### src/rtl/car_select_pkg.sv
// Shared types and elaboration-time helpers for the car-selection sequencer.
package car_select_pkg;

   typedef enum logic [2:0] {
      ST_IDLE   = 3'd0,
      ST_INTRO  = 3'd1,
      ST_DECIDE = 3'd2,
      ST_PATH   = 3'd3,
      ST_DONE   = 3'd4
   } state_t;

   // Codes 5-7 are unreachable; if one appears the FSM falls back here.
   localparam state_t ST_RECOVER = ST_IDLE;

   function automatic int clog2(input int v);
      int r;
      r = 0;
      while ((1 << r) < v) r++;
      return r;
   endfunction

   function automatic int max2(input int a, input int b);
      return (a > b) ? a : b;
   endfunction

   function automatic int path_len(input int c, input int base, input int step);
      return base + c * step;
   endfunction

endpackage

### src/rtl/car_select_timeout.sv
// Decision-window timer: reloads while disabled, counts down while enabled,
// and flags expiry on the cycle it sits at zero.
module car_select_timeout #(
   parameter int          W    = 1,
   parameter int unsigned LOAD = 0
) (
   input  logic i_clk,
   input  logic i_rst_n,
   input  logic i_en,
   output logic o_expired
);
   localparam logic [W-1:0] LOAD_V = W'(LOAD);

   logic [W-1:0] r_cnt;

   always_ff @(posedge i_clk or negedge i_rst_n) begin
      if (!i_rst_n) begin
         r_cnt <= LOAD_V;
      end else if (!i_en) begin
         r_cnt <= LOAD_V;
      end else if (r_cnt != '0) begin
         r_cnt <= r_cnt - W'(1);
      end
   end

   assign o_expired = i_en && (r_cnt == '0);

endmodule

### src/rtl/car_select_sequencer.sv
// Car-selection sequencer: intro steps, a decision handshake with optional
// timeout fallback, a choice-dependent path, then a terminal DONE state.
module car_select_sequencer
   import car_select_pkg::*;
#(
   parameter  int INTRO_LEN      = 7,
   parameter  int NUM_CHOICES    = 2,
   parameter  int BASE_LEN       = 2,
   parameter  int LEN_STEP       = 1,
   parameter  int TIMEOUT        = 0,
   parameter  int DEFAULT_CHOICE = 0,
   localparam int CHOICE_W       = max2(1, clog2(NUM_CHOICES)),
   localparam int CNT_W          = clog2(max2(INTRO_LEN,
                                     path_len(NUM_CHOICES - 1, BASE_LEN, LEN_STEP)) + 1)
) (
   input  logic                Clock,
   input  logic                Resetn,
   input  logic                Start,
   input  logic                Abort,
   input  logic                Restart,
   input  logic                Advance,
   input  logic [CHOICE_W-1:0] Choice,
   input  logic                Choice_valid,
   output logic                Choice_ready,
   output logic                Result,
   output logic [CHOICE_W-1:0] Selected,
   output logic                Timed_out,
   output logic                Choice_err,
   output logic [2:0]          CurState,
   output logic [CNT_W-1:0]    StepCount
);
   localparam logic [CNT_W-1:0]    INTRO_LAST = CNT_W'(INTRO_LEN - 1);
   localparam logic [CHOICE_W:0]   NUM_C      = (CHOICE_W + 1)'(NUM_CHOICES);
   localparam logic [CHOICE_W-1:0] DEF_C      = CHOICE_W'(DEFAULT_CHOICE);

   state_t              r_state, w_state_nxt;
   logic [CNT_W-1:0]    r_step, w_step_nxt;
   logic [CHOICE_W-1:0] r_selected, w_sel_nxt;
   logic                r_timed_out, w_to_nxt;
   logic                r_choice_err, w_err_nxt;
   logic                w_expired;
   logic                w_choice_ok;
   logic [CNT_W-1:0]    w_path_last;

   generate
      if (TIMEOUT > 0) begin : g_timeout
         car_select_timeout #(
            .W    (max2(1, clog2(TIMEOUT))),
            .LOAD (TIMEOUT - 1)
         ) u_timeout (
            .i_clk     (Clock),
            .i_rst_n   (Resetn),
            .i_en      (r_state == ST_DECIDE),
            .o_expired (w_expired)
         );
      end else begin : g_no_timeout
         assign w_expired = 1'b0;
      end
   endgenerate

   // Choice handshake: Choice_ready is high exactly while in DECIDE; a beat
   // transfers when Choice_valid && Choice_ready and Choice < NUM_CHOICES.
   // An out-of-range beat is refused and reported by Choice_err next cycle.
   assign w_choice_ok = Choice_valid && ({1'b0, Choice} < NUM_C);
   assign w_path_last = CNT_W'(path_len(int'(r_selected), BASE_LEN, LEN_STEP) - 1);

   always_comb begin
      w_state_nxt = r_state;
      w_step_nxt  = r_step;
      w_sel_nxt   = r_selected;
      w_to_nxt    = r_timed_out;
      w_err_nxt   = 1'b0;
      if (Abort) begin
         w_state_nxt = ST_IDLE;
         w_step_nxt  = '0;
      end else begin
         case (r_state)
            ST_IDLE: if (Start) begin
               w_state_nxt = ST_INTRO;
               w_step_nxt  = '0;
               w_sel_nxt   = '0;
               w_to_nxt    = 1'b0;
            end
            ST_INTRO: if (Advance) begin
               if (r_step == INTRO_LAST) begin
                  w_state_nxt = ST_DECIDE;
                  w_step_nxt  = '0;
               end else begin
                  w_step_nxt = r_step + CNT_W'(1);
               end
            end
            ST_DECIDE: begin
               // An accepted choice on the expiry cycle beats the fallback.
               if (w_choice_ok) begin
                  w_sel_nxt   = Choice;
                  w_state_nxt = ST_PATH;
                  w_step_nxt  = '0;
               end else begin
                  w_err_nxt = Choice_valid;
                  if (w_expired) begin
                     w_sel_nxt   = DEF_C;
                     w_to_nxt    = 1'b1;
                     w_state_nxt = ST_PATH;
                     w_step_nxt  = '0;
                  end
               end
            end
            ST_PATH: if (Advance) begin
               w_step_nxt = r_step + CNT_W'(1);
               if (r_step == w_path_last) w_state_nxt = ST_DONE;
            end
            ST_DONE: if (Restart) begin
               w_state_nxt = ST_IDLE;
               w_step_nxt  = '0;
            end
            default: begin
               w_state_nxt = ST_RECOVER;
               w_step_nxt  = '0;
            end
         endcase
      end
   end

   always_ff @(posedge Clock or negedge Resetn) begin
      if (!Resetn) begin
         r_state      <= ST_IDLE;
         r_step       <= '0;
         r_selected   <= '0;
         r_timed_out  <= 1'b0;
         r_choice_err <= 1'b0;
      end else begin
         r_state      <= w_state_nxt;
         r_step       <= w_step_nxt;
         r_selected   <= w_sel_nxt;
         r_timed_out  <= w_to_nxt;
         r_choice_err <= w_err_nxt;
      end
   end

   assign Choice_ready = (r_state == ST_DECIDE);
   assign Result       = (r_state == ST_DONE);
   assign Selected     = r_selected;
   assign Timed_out    = r_timed_out;
   assign Choice_err   = r_choice_err;
   assign CurState     = r_state;
   assign StepCount    = r_step;

endmodule

### config.mk
export PLATFORM = sky130hd
export DESIGN_NAME = car_select_sequencer
export DESIGN_NICKNAME = d
export VERILOG_FILES = /design/src/rtl/car_select_pkg.sv /design/src/rtl/car_select_timeout.sv /design/src/rtl/car_select_sequencer.sv
export SDC_FILE = /design/constraint.sdc
export NUM_CORES = 1
export LEC_CHECK = 0
export BUFFER_PORTS_ARGS = -buffer_cell sky130_fd_sc_hd__buf_2
export CAP_MARGIN = 20
export CORE_AREA = 2 2 39 41
export CTS_CLUSTER_DIAMETER = 40
export CTS_CLUSTER_SIZE = 24
export DETAILED_ROUTE_END_ITERATION = 10
export DIE_AREA = 0 0 41 43
export PLACE_DENSITY_LB_ADDON = 0.25
export SLEW_MARGIN = 20
export SYNTH_ARGS = -nofsm -noshare
export SYNTH_HDL_FRONTEND = slang
export SYNTH_SLANG_ARGS = --single-unit
### constraint.sdc
create_clock -name Clock -period 1.35 [get_ports Clock]
set_input_delay 0.27 -clock Clock [delete_from_list [all_inputs] [get_ports Clock]]
set_output_delay 0.27 -clock Clock [all_outputs]
set_load 0.05 [all_outputs]
==> results.cfg <==
[route]
ant_nets = 0
routed_wl_mm = 1.17
firstDrtPassIters = 4
vias = 495
drc = 0
wl_per_cell_um = 11.9
first_iter_violations = 3
viasPerCell = 5.05

[power]
peakVddDrop_mv = 0.546
pwr-share-seq = 0.336
p_comb_frac = 0.406
powerDensity_mw_per_mm2 = 973
intPower_mw = 0.474
switching_power_mw = 0.288
leakagePower_nw = 0.373
swShare = 0.378
clock_power_share = 0.258

[layout]
syn2layout_area_growth_pct = 58.1
multi_input_area_um2 = 362
fill_cells = 128
finalNetCount = 93
fin_area_um2 = 783
insertedDiodeCount = 0
drive_above_1_share = 0.610
area.sequential_um2 = 183

[floorplanning]
start_util = 0.358
die-width_um = 41
dieArea_mm2 = 0.00176
core_area_mm2 = 0.00138
fp.dieH_um = 43
io_pins = 19
rows = 14

[clock_tree]
clock_latency_ns = 0.26
cts_made_buffers = 3
cts_tree = done
path_clk_slew_ns = 0.05
root_buffer = clkbuf_4
clock_sinks = 7
htreeDepth = 1
cts_buffer_depth = 2

[grt]
antenna_found_initial = 0
grt-ovfl-total = 0
gr-usage-all-layers = 0.159
grt_pass1_wl_mm = 1.90
grt_max_degree = 8
grt_pass1_vias = 472

[synth]
synth_common_cells = 7 x dfrtp_1, 7 x nor2_1, 4 x nand2_1
yosysUniqueCellTypes = 28
synth_top_cell_by_area = dfrtp_1
synth_top_area_frac = 0.354
synth_area_um2 = 495
async_reset_ff_frac = 1.00
ys_seq_elements = 7
postSynthAreaPerCell_um2 = 9.35
synth_cells = 53
synth_ff_type = dfrtp_1
synth_edf_count = 0
ys_seq_area_frac = 0.354
ys_warn_count = 0
synthTopCellsByArea = dfrtp_1 35%, mux2_4 6.1%, nor2_1 5.3%, ha_1 5.1%, nor3b_1 4.5%

[sta]
fin_crit_sh = 1.08
period_needed_ns = 1.46
final_max_slew_viol_count = 0
maxClockFrequency_ghz = 0.683
finalHoldViolCount = 0
grt_setup_unrepaired = true
clock_skew_ns = 0.00448
fin_ws_ns = -0.114
setup_viol = 5

[setup_path]
reg2reg_depth = 4
worst-path-max-fanout = 6
arrival_ns = 1.60
startpoint_type = flip-flop
end_kind = flip-flop
critical_path_class = reg2reg
cp_data_required_time_ns = 1.49

[run]
maxCapViolations = 0

[status]
outcome = finished with violations
failed_checks = setup timing

[min_path]
hp-class = in2reg
hold_depth = 3

[place]
io_buffers = 16
hpwl_um = 970
pre_cts_ws_ns = -0.0950
gp_congestion = 0.715
place_area_um2 = 693
[metrics by stage]
stage / util / hold WS (ns) / power [mW] / setup TNS (ns) / instances
3_5_place_dp: 0.501 / 0.114 / 0.542 / -0.189 / 91
4_1_cts: 0.556 / 0.229 / 0.769 / -0.436 / 98
2_1_floorplan: - / -0.0256 / 0.465 / -0.619 / 54
3_3_place_gp: 0.501 / 0.116 / 0.538 / -0.0929 / 91
6_report: 0.566 / 0.234 / 0.762 / -0.447 / 98
5_1_grt: 0.566 / 0.231 / 0.801 / -0.799 / 98
[power by group through the flow]
stage / combinational (mW) / sequential [mW] / clock [mW]
after floorplan: 0.143 / 0.322 / 0
after global placement: 0.278 / 0.260 / 0
after detailed placement: 0.281 / 0.262 / 0
after CTS: 0.309 / 0.256 / 0.204
after global routing: 0.330 / 0.258 / 0.213
final: 0.309 / 0.256 / 0.197
[sequential cells by signal (all words and copies together) (netlist names)]
register and flops:
CurState 3, Selected 1, StepCount 3
[metal layers]
layer	wire [um]	GRT usage
met1	522	0.183
met2	567	0.263
met4	15	0.0400
met5	0	0
met3	64	0.0628
[layout make-up]
| type | instances | share of cell area |
|---|---|---|
| Sequential cell | 7 | 0.233 |
| Multi-Input combinational cell | 43 | 0.462 |
| Tap cell | 16 | 0.0256 |
| Timing Repair Buffer | 27 | 0.241 |
| Clock buffer | 4 | 0.0335 |
| Inverter | 1 | 0.00479 |
[logic make-up after synthesis]
| logic type | share of synthesized area |
|---|---|
| flops | 0.354 |
| compound gates | 0.179 |
| mux | 0.0808 |
| simple gates | 0.280 |
| other cells | 0.00757 |
| buf+inv | 0.0480 |
| fa+ha+maj | 0.0505 |
[critical path: stages, from the launching register on]
cell and delay (ns):
dfrtp_2 0.44, buf_4 0.15, o31ai_2 0.26, a22o_4 0.20, mux2_4 0.29
[path summary, 6_finish.rpt]
kind	start	slack, ns	endpoint
worst max-delay path	CurState[0]	-0.11	StepCount[0]
worst min-delay path	Choice	0.23	Selected
worst max register to register	CurState[0]	-0.11	StepCount[0]
worst min register to register	Selected	0.53	Selected
max in group asynchronous	Resetn	0.81	CurState[2]
min in group asynchronous	Resetn	0.37	Selected
[what timing repair did]
action | CTS | global route
hold endpoints to repair | 7 | 0
endpoints found under the setup margin | 5 | 10
pin swaps | 2 | 0
hold buffers | 1 | 0
setup buffers | 2 | 0
resized for setup | 7 | 3
[cells in the final DEF, fill, tap and decap left out, types with 2 or more instances in the layout]
cell | netlist | layout
nand2b_4 | 0 | 2
buf_6 | 0 | 3
nand2_1 | 4 | 4
clkbuf_4 | 0 | 3
dfrtp_2 | 0 | 6
conb_1 | 1 | 2
mux2_4 | 2 | 2
nor2_1 | 7 | 6
buf_2 | 1 | 14
buf_4 | 2 | 8
(Power assumes the default switching activity.)
